==> src/rtl/apb_master_bridge.sv <==
// apb_master_bridge: valid/ready command FIFO feeding an APB master FSM
// (IDLE -> SETUP -> ACCESS), with a single-entry response slot.
// Optional ACCESS watchdog is enabled by defining APB_MASTER_TIMEOUT_EN.
module apb_master_bridge #(
  parameter int PADDR_WIDTH    = 32,
  parameter int PWDATA_WIDTH   = 32,
  parameter int PRDATA_WIDTH   = 32,
  parameter int REQ_DEPTH      = 2,
  parameter int TIMEOUT_CYCLES = 16
) (
  input  logic                    pclock,
  input  logic                    preset,
  input  logic                    req_valid,
  output logic                    req_ready,
  input  logic [PADDR_WIDTH-1:0]  req_addr,
  input  logic                    req_write,
  input  logic [PWDATA_WIDTH-1:0] req_wdata,
  input  logic [3:0]              req_sel,
  output logic                    rsp_valid,
  input  logic                    rsp_ready,
  output logic [PRDATA_WIDTH-1:0] rsp_rdata,
  output logic                    rsp_slverr,
  output logic                    rsp_timeout,
  output logic [PADDR_WIDTH-1:0]  paddr,
  output logic                    prwd,
  output logic [PWDATA_WIDTH-1:0] pwdata,
  output logic                    penable,
  output logic [15:0]             psel,
  input  logic [PRDATA_WIDTH-1:0] prdata,
  input  logic                    pslverr,
  input  logic                    pready
);

  localparam int AW = $clog2(REQ_DEPTH);

  typedef enum logic [1:0] {IDLE, SETUP, ACCESS} state_t;

  typedef struct packed {
    logic [PADDR_WIDTH-1:0]  addr;
    logic                    write;
    logic [PWDATA_WIDTH-1:0] wdata;
    logic [3:0]              sel;
  } req_t;

  req_t                    mem_q [REQ_DEPTH];
  req_t                    head;
  logic [AW:0]             wr_ptr_q, rd_ptr_q;
  logic                    full, empty, push, pop, done, abort;
  state_t                  state_q, state_d;
  logic [PADDR_WIDTH-1:0]  paddr_q;
  logic                    prwd_q;
  logic [PWDATA_WIDTH-1:0] pwdata_q;
  logic                    penable_q;
  logic [15:0]             psel_q;
  logic                    rsp_valid_q;
  logic [PRDATA_WIDTH-1:0] rsp_rdata_q;
  logic                    rsp_slverr_q;

  // Extra pointer bit distinguishes full from empty when the indices match.
  assign full      = (wr_ptr_q[AW] != rd_ptr_q[AW]) && (wr_ptr_q[AW-1:0] == rd_ptr_q[AW-1:0]);
  assign empty     = (wr_ptr_q == rd_ptr_q);
  assign push      = req_valid && !full;
  assign head      = mem_q[rd_ptr_q[AW-1:0]];
  assign req_ready = !full;

  assign paddr      = paddr_q;
  assign prwd       = prwd_q;
  assign pwdata     = pwdata_q;
  assign penable    = penable_q;
  assign psel       = psel_q;
  assign rsp_valid  = rsp_valid_q;
  assign rsp_rdata  = rsp_rdata_q;
  assign rsp_slverr = rsp_slverr_q;

  // FIFO pointers; reset discards any queued commands.
  always_ff @(posedge pclock or negedge preset) begin
    if (!preset) begin
      wr_ptr_q <= '0;
      rd_ptr_q <= '0;
    end else begin
      if (push) wr_ptr_q <= wr_ptr_q + (AW+1)'(1);
      if (pop)  rd_ptr_q <= rd_ptr_q + (AW+1)'(1);
    end
  end

  // FIFO storage; contents are only meaningful between the pointers.
  always_ff @(posedge pclock) begin
    if (push) mem_q[wr_ptr_q[AW-1:0]] <= '{addr: req_addr, write: req_write,
                                           wdata: req_wdata, sel: req_sel};
  end

  // FSM state register.
  always_ff @(posedge pclock or negedge preset) begin
    if (!preset) state_q <= IDLE;
    else         state_q <= state_d;
  end

  // Next state; a transfer only starts when the response slot will be free.
  always_comb begin
    state_d = state_q;
    pop     = 1'b0;
    done    = 1'b0;
    unique case (state_q)
      IDLE: begin
        if (!empty && (!rsp_valid_q || rsp_ready)) begin
          state_d = SETUP;
          pop     = 1'b1;
        end
      end
      SETUP:  state_d = ACCESS;
      ACCESS: begin
        if (pready) begin
          state_d = IDLE;
          done    = 1'b1;
        end else if (abort) begin
          state_d = IDLE;
        end
      end
      default: state_d = IDLE;
    endcase
  end

  // APB outputs: load on start, penable in ACCESS, drop select on completion.
  always_ff @(posedge pclock or negedge preset) begin
    if (!preset) begin
      paddr_q   <= '0;
      prwd_q    <= 1'b0;
      pwdata_q  <= '0;
      penable_q <= 1'b0;
      psel_q    <= '0;
    end else begin
      if (pop) begin
        paddr_q  <= head.addr;
        prwd_q   <= head.write;
        pwdata_q <= head.wdata;
        psel_q   <= 16'h0001 << head.sel;
      end
      if (state_q == SETUP) penable_q <= 1'b1;
      if (done || abort) begin
        psel_q    <= '0;
        penable_q <= 1'b0;
      end
    end
  end

  // Response slot: filled on completion/abort, emptied on handshake.
  always_ff @(posedge pclock or negedge preset) begin
    if (!preset) begin
      rsp_valid_q  <= 1'b0;
      rsp_rdata_q  <= '0;
      rsp_slverr_q <= 1'b0;
    end else if (done || abort) begin
      rsp_valid_q  <= 1'b1;
      rsp_rdata_q  <= (done && !prwd_q) ? prdata : '0;
      rsp_slverr_q <= abort || pslverr;
    end else if (rsp_valid_q && rsp_ready) begin
      rsp_valid_q  <= 1'b0;
    end
  end

`ifdef APB_MASTER_TIMEOUT_EN
  localparam int CW = $clog2(TIMEOUT_CYCLES + 1);

  logic [CW-1:0] tmo_cnt_q;
  logic          rsp_timeout_q;

  // Abort on the wait cycle that brings the count to TIMEOUT_CYCLES.
  assign abort       = (state_q == ACCESS) && !pready && (tmo_cnt_q == CW'(TIMEOUT_CYCLES - 1));
  assign rsp_timeout = rsp_timeout_q;

  // Watchdog: cleared entering ACCESS, counts wait cycles while in ACCESS.
  always_ff @(posedge pclock or negedge preset) begin
    if (!preset)                               tmo_cnt_q <= '0;
    else if (state_q == SETUP)                 tmo_cnt_q <= '0;
    else if (state_q == ACCESS && !pready)     tmo_cnt_q <= tmo_cnt_q + CW'(1);
  end

  // Timeout flag travels with the response slot contents.
  always_ff @(posedge pclock or negedge preset) begin
    if (!preset)            rsp_timeout_q <= 1'b0;
    else if (done || abort) rsp_timeout_q <= abort;
  end
`else
  logic unused_tmo;

  assign abort       = 1'b0;
  assign rsp_timeout = 1'b0;
  assign unused_tmo  = ^TIMEOUT_CYCLES;
`endif

endmodule
==> config.mk <==
export PLATFORM = sky130hd
export DESIGN_NAME = apb_master_bridge
export DESIGN_NICKNAME = d
export VERILOG_FILES = /design/src/rtl/apb_master_bridge.sv
export SDC_FILE = /design/constraint.sdc
export NUM_CORES = 1
export LEC_CHECK = 0
export ABC_AREA = 0
export BUFFER_PORTS_ARGS = -buffer_cell sky130_fd_sc_hd__buf_2
export CORE_ASPECT_RATIO = 1.25
export CORE_MARGIN = 3
export CORE_UTILIZATION = 44
export CTS_CLUSTER_DIAMETER = 30
export CTS_CLUSTER_SIZE = 10
export DETAILED_ROUTE_END_ITERATION = 7
export PLACE_DENSITY_LB_ADDON = 0.15
export SYNTH_ARGS = -nofsm -noshare
export SYNTH_HDL_FRONTEND = slang
export SYNTH_SLANG_ARGS = --single-unit
==> constraint.sdc <==
create_clock -name pclock -period 10.79 [get_ports pclock]
set_clock_uncertainty 0.2 [all_clocks]
set_input_delay 0 -clock pclock [delete_from_list [all_inputs] [get_ports pclock]]
set_output_delay 0 -clock pclock [all_outputs]
set_load 0.02 [all_outputs]
* After elaboration in Yosys (flattened, before gate mapping) *
Memories as Yosys holds them, arrays and structs flattened.
Index checks and enable logic that the tools add are counted.

cells by class
  add/sub/neg operators = 2
  equality and inequality tests = 7
  shift operators = 1
  muxes and demuxes = 16
  reductions and logical operators = 15

operator list
  operator                                              number
  two-way mux 16 bit                                    2
  two-way mux 32 bit                                    1
  left shift 1 x 4 -> 16 bit (first input constant)     1
  two-way mux 1 bit                                     10
  one-hot mux 2 bit (3 select lines)                    1
  nonzero test 2 bit                                    3
  logical AND 1 bit                                     5
  adder 2 x 1 -> 2 bit (second input constant)          2
  logical NOT 1 bit                                     4
  two-way mux 2 bit                                     2
  inequality test 2 bit (second input constant)         2
  equality test 2 x 1 -> 1 bit (second input constant)  1
  equality test 2 bit                                   1
  equality test 2 bit (second input constant)           1
  logical NOT 2 bit                                     1
  AND reduction 2 bit                                   1
  equality test 1 bit                                   1
  logical OR 1 bit                                      1
  inequality test 1 bit                                 1

storage, ports and cells
  bits in registers = 122
  RAM bits = 138
  input bits = 107
  output and inout bits = 118
  word-level logic and storage cells = 53
  memories kept = 1

memories
  name   depth  bits a word  read ports  clocked after memory_dff  write ports  RTL line  text
  mem_q  2      69           1           0                         1            45        req_t mem_q [REQ_DEPTH];

* Logic depth before layout (Yosys ltp) *
Gate-level depths: netlist (run 1).

  depth in word-level cells = 7
  gate-level depth with buffers = 7
  depth with buffers taken out = 5

* Least setup slack after synthesis (run 1) *
Ideal clock, no wire load.

  kind = register to register
  from = register rd_ptr_q[0]
  to = memory mem_q[0][0] in the netlist's numbering, enable pin
  setup time = 0.496 ns
  arrival = 4.012 ns
  data required time = 10.094 ns
  setup slack = 6.081 ns
  cell stages (with the launch flop) = 6
  buffers on the path = 1
  period minus slack after synthesis = 4.709 ns
  cell sequence = dfrtp_1 buf_2 xor2_2 nand2b_1 nand2_1 nor2_1

between the ends
  word-level cells in the longest chain between the ends = 6

RTL lines
  element                                  RTL line  text
  from (decl)                              47        logic [AW:0] wr_ptr_q, rd_ptr_q;
  from (signal assigned)                   82        if (pop) rd_ptr_q <= rd_ptr_q + (AW+1)'(1);
  equality test 1 bit                      60        assign full = (wr_ptr_q[AW] != rd_ptr_q[AW]) && (wr_ptr_q[AW-1:0] == rd_ptr_q[AW-1:0]);
  logical AND 1 bit                        60
  logical NOT 1 bit                        n/a
  via req_ready                            14        output logic req_ready,
  logical AND 1 bit                        62        assign push = req_valid && !full;
  two-way mux 1 bit                        88        if (push) mem_q[wr_ptr_q[AW-1:0]] <= '{addr: req_addr, write: req_write,
  two-way mux 1 bit (implied by the code)  88
  to (decl)                                45

The timed path passes the listed nets, and every way through them passes these cells.

* Worst setup path after layout (run 1) *
  from = register rd_ptr_q[0]
  to = register rd_ptr_q[1]

between the ends
  word-level cells in the longest chain between the ends = 5
  elaborated cells on any way between the ends = 6
  classes of those cells = add/sub: 1; eq/ne: 1; mux: 2; reduce/logical: 2

RTL lines
  element              RTL line  text
  equality test 2 bit  61        assign empty = (wr_ptr_q == rd_ptr_q);
  logical NOT 1 bit    105       if (!empty && (!rsp_valid_q || rsp_ready)) begin
  logical AND 1 bit    105
  two-way mux 1 bit    105
  two-way mux 1 bit    103       unique case (state_q)

Parallel ways exist; a longest one is shown, timed or not.
A chain may end at the register's enable or synchronous reset.

==> summary.txt, run 1 <==
CTS
  • Clk Tree Root Cell: sky130_fd_sc_hd__clkbuf_16
  • Clock latency of the later-clocked register in the worst-skew pair: around 0.5 ns
  • H-Tree Level Count: 2
  • Setup Buffers After CTS: 0
  • Clock transition at the register clock pins on the worst setup and hold paths after CTS: ~0.05 ns
  • Post-cts sizing count: 0
  • TritonCTS clock tree: yes
  • Number of buffers inserted for hold repair after clock tree synthesis: 116
  • Num CTS Buffers: 44
  • Total number of clock tree sinks: 260
  • Deepest clock path buffer count: 3

Final layout
  • Sequential Area: 0.00720 mm2
  • Count of fill cells added during filler insertion: approximately 1600
  • Net count of the finished layout: 1108
  • Fraction of layout instances using a drive strength above 1: 0.300
  • Layout area overhead: 42.3%
  • Non-filler cells, final: 1311
  • Footprint of the multi-input gates: 0.00215 mm2

Timing
  • Actual transition at the worst max-transition pin: 1.06 ns
  • Crit path time final: 3.25 ns
  • RSZ-0062 raised after global routing: false
  • Total Neg Setup Slack: 0 ns
  • Final count of negative-setup-slack endpoints: 0
  • F_max: 0.308 GHz
  • Hold Vio Cnt, Final: 0
  • Post-route clock period utilization: 0.301
  • Final-report max-slew violation count: 0
  • Slew headroom: 0.296

Yosys
  • Post-synth net total: 754
  • Most common cell in the netlist: sky130_fd_sc_hd__edfxtp_1
  • Top post-synthesis cells by count: 138 x sky130_fd_sc_hd__edfxtp_1, 122 x sky130_fd_sc_hd__dfrtp_1, 103 x sky130_fd_sc_hd__nand2_1
  • Most common flop cell mapped by yosys: sky130_fd_sc_hd__edfxtp_1
  • Avg Synthesized Cell Area: 14.7 um2
  • Post-synth top area share: 0.434
  • Sequential fraction of the synthesis area: 0.754
  • Count of flip-flops with a built-in enable after synthesis: 138
  • Synthesized area: 0.00954 mm2
  • Top post-synthesis cells by area: sky130_fd_sc_hd__edfxtp_1 43%, sky130_fd_sc_hd__dfrtp_1 32%, sky130_fd_sc_hd__mux2i_1 6.9%
  • Cell type contributing the most total cell area after synthesis: sky130_fd_sc_hd__edfxtp_1
  • Synth Warn #: 0
  • Flop and latch count out of synthesis: 260
  • Number of library cell types mapped by synthesis: 28
  • Proportion of register bits with asynchronous set or reset after synthesis: 0.469
  • Cell count after synthesis: 647

Pwr
  • Power density of the placed cells: 322 mW/mm2
  • Clock share of power: 0.317
  • Combinational fraction of design power: 0.301
  • Internal power summed over all cells: 2.87 mW
  • Fraction of power spent switching nets: 0.344
  • Power after layout: 4.37 mW
  • LEAKAGE: about 6.0 nW
  • Portion of total power attributed to sequential cells: 0.381
  • Switch Pwr: 1.51 mW
  • Largest vdd supply drop: between 0.15 and 0.2 mV

Setup path
  • Largest fanout on the critical path: approximately 100
  • Register-to-register path setup slack: ~7.5 ns
  • Type of the setup path with the least slack: register to register
  • Element type at the critical path start: register
  • Worst Reg-to-Reg Cells: 6
  • Endpoint of the lowest-slack register-to-register path: rd_ptr_q[1]
  • WP data required: 11.01 ns
  • RR Startpoint: rd_ptr_q[0]
  • Crit. End Element: register
  • Data arrival at the endpoint of the critical path: 3.47 ns

Drt
  • Count of vias placed by the detailed router: 6280
  • Number of detailed-route iterations in the first pass: 4
  • Total wire length after detailed routing: 21400 um
  • Starting DRT DRC Count: about 380
  • Number of design rule violations left after detail routing: 0
  • Wirelength per Cell: 16.3 um
  • Post-detailed-route via-to-cell ratio: 4.79
  • Post-detailed-route count of antenna-violating nets: 0

Global routing
  • Maximum number of pins on one net before global-route repair: 104
  • Aggregate global-route resource usage: 0.180
  • Overflow after GRT: 0
  • Wire length of the first global-routing pass: roughly 33000 um
  • Via count of the first global-routing pass: 6656
  • Initial antenna violation count: 2

Floorplan
  • Horizontal die dimension: roughly 140 um
  • Initial core utilization: 0.454
  • Die Area: between 0.02 and 0.025 mm2
  • Area of the core: between 0.02 and 0.025 mm2
  • Number of rows created at floorplan: 59
  • Count of pins on the block boundary: around 230
  • Height of the chip: 171 um

Placement
  • Port Buffer Count: between 200 and 250
  • Detailed placement HPWL: between 10000 and 15000 um
  • Post-Place Cells: between 1000 and 1500
  • Final weighted congestion in routability-driven placement: ~0.74

Min path
  • Hold path start: req_addr[25]
  • Worst min path class: input pin to register
  • Hold Path Sink: mem_q[0][62]
  • Hold Path Stages: 2

Run
  • Max-cap violations: 0

Status
  • Status: completed
## registers in the layout, indices dropped and copies added (netlist names), 2 cells and up
register / cells
mem_q: 138
paddr: 32
pwdata: 32
rsp_rdata: 32
psel: 16
rd_ptr_q: 2
state_q: 2
wr_ptr_q: 2
## critical path: stages, from the launching register on
cell and delay, ns:
sky130_fd_sc_hd__dfrtp_4 0.81, sky130_fd_sc_hd__xor2_2 0.19, sky130_fd_sc_hd__o211ai_4 0.70, sky130_fd_sc_hd__buf_4 0.83, sky130_fd_sc_hd__inv_1 0.15, sky130_fd_sc_hd__nand2_1 0.12
sky130_fd_sc_hd__xnor2_1 0.12
## layout make-up
cell class / instances / area share
inverter: 5 / 0.00138
multi-input combinational: 346 / 0.159
antenna: 2 / 0.000369
clock inverter: 18 / 0.0175
tap: 274 / 0.0253
clock buffer: 62 / 0.0944
timing repair buffer: 344 / 0.172
sequential: 260 / 0.530
## through the flow
stage          area [um2]  utilization  worst slack, ns  hold WS, ns
6_report            13600        0.645             7.54       0.0174
5_1_grt             13600        0.645             7.26       0.0103
4_1_cts             13600        0.645             7.45    0.0000258
3_5_place_dp        10900        0.517             7.49       -0.109
3_3_place_gp        10900        0.517             7.54       -0.124
2_1_floorplan        9540            -             6.08       -0.496
## power by group through the flow
| stage | clock (mW) | combinational (mW) | sequential [mW] |
|---|---|---|---|
| after floorplan | 0 | 0.712 | 1.86 |
| after global placement | 0 | 1.27 | 1.67 |
| after detailed placement | 0 | 1.31 | 1.68 |
| after CTS | 1.42 | 1.34 | 1.67 |
| after global routing | 1.47 | 1.46 | 1.71 |
| final | 1.39 | 1.32 | 1.67 |
## routing by layer
layer,vias to the layer above,track usage,routed length (um)
met5,-,0,0
met2,207,0.323,11000
met1,2998,0.209,8550
met3,42,0.0444,1450
met4,0,0.0606,435
li1,3033,-,-
## worst max path at each step
stage / start / end
floorplan: rd_ptr_q[0] / mem_q[0][0]
global placement: rd_ptr_q[0] / rd_ptr_q[1]
detailed placement: rd_ptr_q[0] / rd_ptr_q[1]
CTS: rd_ptr_q[0] / rd_ptr_q[1]
global route: rd_ptr_q[0] / rd_ptr_q[1]
finish: rd_ptr_q[0] / rd_ptr_q[1]
## cell families (layout without fill, tap and decap cells)
logic type	after synthesis	in the layout	synth area share
xor+xnor	6	6	0.00708
buf+inv	41	429	0.0214
compound gates	121	121	0.0734
mux	69	69	0.0728
simple gates	149	149	0.0707
other cells	1	3	0.000393
flops	260	260	0.754
## placed cells by master (no fill, tap or decap), types with 4 or more instances in the layout
master | netlist | layout
sky130_fd_sc_hd__a22o_1 | 16 | 16
sky130_fd_sc_hd__buf_2 | 13 | 222
sky130_fd_sc_hd__buf_4 | 5 | 6
sky130_fd_sc_hd__bufinv_16 | 0 | 5
sky130_fd_sc_hd__clkbuf_1 | 16 | 9
sky130_fd_sc_hd__clkbuf_16 | 0 | 46
sky130_fd_sc_hd__clkbuf_8 | 0 | 7
sky130_fd_sc_hd__clkinv_2 | 0 | 6
sky130_fd_sc_hd__clkinv_4 | 0 | 4
sky130_fd_sc_hd__dfrtp_1 | 122 | 121
sky130_fd_sc_hd__dlygate4sd3_1 | 0 | 115
sky130_fd_sc_hd__edfxtp_1 | 138 | 138
sky130_fd_sc_hd__inv_1 | 5 | 5
sky130_fd_sc_hd__mux2i_1 | 66 | 66
sky130_fd_sc_hd__nand2_1 | 103 | 103
sky130_fd_sc_hd__nand2b_1 | 36 | 36
sky130_fd_sc_hd__nor2_1 | 5 | 4
sky130_fd_sc_hd__o21ai_0 | 97 | 97
sky130_fd_sc_hd__o32ai_1 | 4 | 4
Power figures use the tool's default switching activity.
==> run 2: changes to the inputs <==
==> constraint.sdc (replaced) <==
create_clock -name pclock -period 3 [get_ports pclock]
set_clock_uncertainty 0.2 [all_clocks]
set_input_delay 0 -clock pclock [delete_from_list [all_inputs] [get_ports pclock]]
set_output_delay 0 -clock pclock [all_outputs]
set_load 0.02 [all_outputs]
==> run 2 against run 1 <==
  * Wire length down 0.36%
  * Sequential share of layout area is 0.19 points lower
  * Cell area rose by 0.36%
  * Utilization increased by 0.23 points
  * Register-to-register slack got worse by 6.9 ns
  * Cell count up 0.38%
  * Worst setup slack got worse by 6.9 ns
  * Non-clock buffer count is 9 higher
  * Clock power rose to 3.4 times the previous value
  * Critical path depth fell by 2
  * Combinational power rose to 3.7 times the previous value
  * Clock-buffer cell count decreased by 6
  * Largest cell class unchanged
  * Highest routed layer unchanged
==> summary.txt, run 2 (same netlist as run 1, synthesis figures left out) <==
Status
  • Status: completed

Pwr
  • Fraction of power spent switching nets: 0.347
  • Largest vdd supply drop: 0.631 mV
  • Combinational fraction of design power: 0.315
  • Internal power summed over all cells: ~10 mW
  • Clock share of power: 0.306
  • Power density of the placed cells: between 1000 and 1500 mW/mm2
  • LEAKAGE: 6.06 nW
  • Portion of total power attributed to sequential cells: 0.378
  • Switch Pwr: 5.43 mW

Floorplan
  • Number of rows created at floorplan: 59
  • Die Area: 0.0235 mm2
  • Count of pins on the block boundary: 225
  • Horizontal die dimension: 138 um
  • Area of the core: 0.0210 mm2
  • Height of the chip: around 170 um
  • Initial core utilization: 0.454

Timing
  • F_max: 0.422 GHz
  • Final-report max-slew violation count: 0
  • PnR worst setup slack: around 0.63 ns
  • Hold Vio Cnt, Final: 0
  • Total Neg Setup Slack: 0 ns
  • Actual transition at the worst max-transition pin: 1.01 ns
  • Hold Slack: 0.0214 ns
  • Crit path time final: 2.37 ns
  • Final count of negative-setup-slack endpoints: 0
  • RSZ-0062 raised after global routing: false
  • Slew headroom: 0.325
  • Post-route clock period utilization: 0.789

CTS
  • H-Tree Level Count: 2
  • Total number of clock tree sinks: 260
  • Clock transition at the register clock pins on the worst setup and hold paths after CTS: 0.05 ns
  • Post-cts sizing count: 0
  • Deepest clock path buffer count: 3
  • Clk Tree Root Cell: sky130_fd_sc_hd__clkbuf_16
  • TritonCTS clock tree: yes
  • Num CTS Buffers: 42
  • Clock latency of the later-clocked register in the worst-skew pair: 0.51 ns

Setup path
  • Library cell contributing the largest single delay on the critical path: sky130_fd_sc_hd__dfrtp_4
  • Type of the setup path with the least slack: register to register
  • Capture point of the worst path: mem_q[1][63]
  • RR Startpoint: rd_ptr_q[0]
  • Count of buffering cells on the critical path with inverters included: 1
  • Worst Reg-to-Reg Cells: 4
  • Largest fanout on the critical path: 25
  • Critical path launch point: rd_ptr_q[0]
  • Element type at the critical path start: register
  • Highest cell delay on the worst timing path: 0.61 ns
  • WP data required: 3.00 ns
  • Endpoint of the lowest-slack register-to-register path: mem_q[1][63]
  • Data arrival at the endpoint of the critical path: 2.36 ns
  • Register-to-register path setup slack: 0.63 ns
  • Dominant delay contributor by cell family on the critical path: simple AND/OR/NAND/NOR gates
  • Cells along the critical path: xor2_2 > nand2b_1 > and3_4 > buf_12
  • Depth of the critical timing path with buffers and inverters included: 4
  • Crit. End Element: register

Final layout
  • Layout area overhead: 42.8%
  • Most common library cell in the layout ignoring fill and taps: sky130_fd_sc_hd__buf_2
  • Fraction of layout instances using a drive strength above 1: 0.301
  • Core Util, Final: 0.648
  • Net count of the finished layout: ~1100
  • Post-route cell area: 0.0136 mm2
  • Leading cell types in the layout, fill and taps excluded: 222 x sky130_fd_sc_hd__buf_2, 138 x sky130_fd_sc_hd__edfxtp_1, 121 x sky130_fd_sc_hd__dfrtp_1
  • Count of fill cells added during filler insertion: roughly 1500
  • Number of flip-flops under the largest register name: 138

Global routing
  • Maximum number of pins on one net before global-route repair: between 60 and 70
  • Initial antenna violation count: 1
  • Wire length of the first global-routing pass: 33000 um
  • Via count of the first global-routing pass: 6575
  • Aggregate global-route resource usage: 0.180
  • Overflow after GRT: 0

Drt
  • Post-detailed-route via-to-cell ratio: 4.78
  • Total wire length after detailed routing: 21300 um
  • Wirelength per Cell: 16.2 um
  • Starting DRT DRC Count: roughly 220
  • Count of vias placed by the detailed router: 6286
  • Number of design rule violations left after detail routing: 0
  • Post-detailed-route count of antenna-violating nets: 0
  • Number of detailed-route iterations in the first pass: 4

Min path
  • Hold Path Stages: 2
  • Worst min path class: input pin to register

Run
  • Max-cap violations: 0

Placement
  • Post-placement setup slack: about 0.63 ns
  • Instance area after placement: around 0.011 mm2
  • Detailed placement HPWL: 13600 um
  • Port Buffer Count: 223
  • Final weighted congestion in routability-driven placement: roughly 0.72
==> run 2: cell types whose count changed in the layout (fill, tap and decap cells not counted), sizes merged <==
cell	previous run	this run
clkinvlp	3	6
buf	229	235
bufinv	5	4
inv	5	6
clkbuf	62	56
dlygate4sd3	115	118
diode	2	1
==> run 2: per-stage QoR <==
stage | std cells | total power [mW]
2_1_floorplan | 647 | 9.22
3_3_place_gp | 1119 | 10.7
3_5_place_dp | 1119 | 10.9
4_1_cts | 1315 | 15.9
5_1_grt | 1316 | 16.6
6_report | 1316 | 15.7
==> run 2: repair_timing <==
| action | 4_1_cts | 5_1_grt |
|---|---|---|
| buffers inserted | 0 | 0 |
| hold buffers | 119 | 0 |
| hold endpoints to repair | 384 | 0 |
==> run 2: layout make-up <==
type                            count  area, um2  area share
Antenna cell                        1       2.50    0.000184
Clock inverter                     21        224      0.0164
Sequential cell                   260       7200       0.529
Clock buffer                       56       1230      0.0902
Inverter                            5       18.8     0.00138
Tap cell                          274        343      0.0252
Timing Repair Buffer              353       2450       0.180
Multi-Input combinational cell    346       2150       0.158
==> run 2: worst min-delay path by stage <==
stage	slack [ns]	to	from
2_1_floorplan	-0.50	paddr[0]	preset
3_3_place_gp	-0.20	rsp_rdata[21]	preset
3_5_place_dp	-0.19	rsp_rdata[16]	preset
4_1_cts	0.00002	mem_q[1][32]	req_wdata[28]
5_1_grt	0.01	mem_q[1][5]	req_wdata[1]
6_report	0.02	mem_q[0][25]	req_wdata[21]
==> run 2: power by group through the flow <==
stage               logic, mW  registers, mW  clock network, mW
finish                   4.94           5.92               4.79
detailed placement       4.88           5.99                  0
CTS                      5.02           5.94               4.90
global route             5.47           6.08               5.06
floorplan                2.57           6.65                  0
global placement         4.75           5.93                  0
==> run 2: metal layers <==
metal / part of all wire / vias to the layer above / track usage / wire length (um)
li1: - / 3041 / - / -
met1: 0.40 / 3001 / 0.209 / 8460
met2: 0.52 / 196 / 0.325 / 11100
met3: 0.061 / 48 / 0.0382 / 1290
met4: 0.025 / 0 / 0.0700 / 538
met5: 0 / - / 0 / 0
==> run 2: worst register-to-register path: cells and delay by family, from the launching register on <==
family                 cells  cell delay [ns]
AND/OR/NAND/NOR            2             0.67
flip-flops                 1             0.61
XOR/XNOR                   1             0.30
buffers and inverters      1             0.27
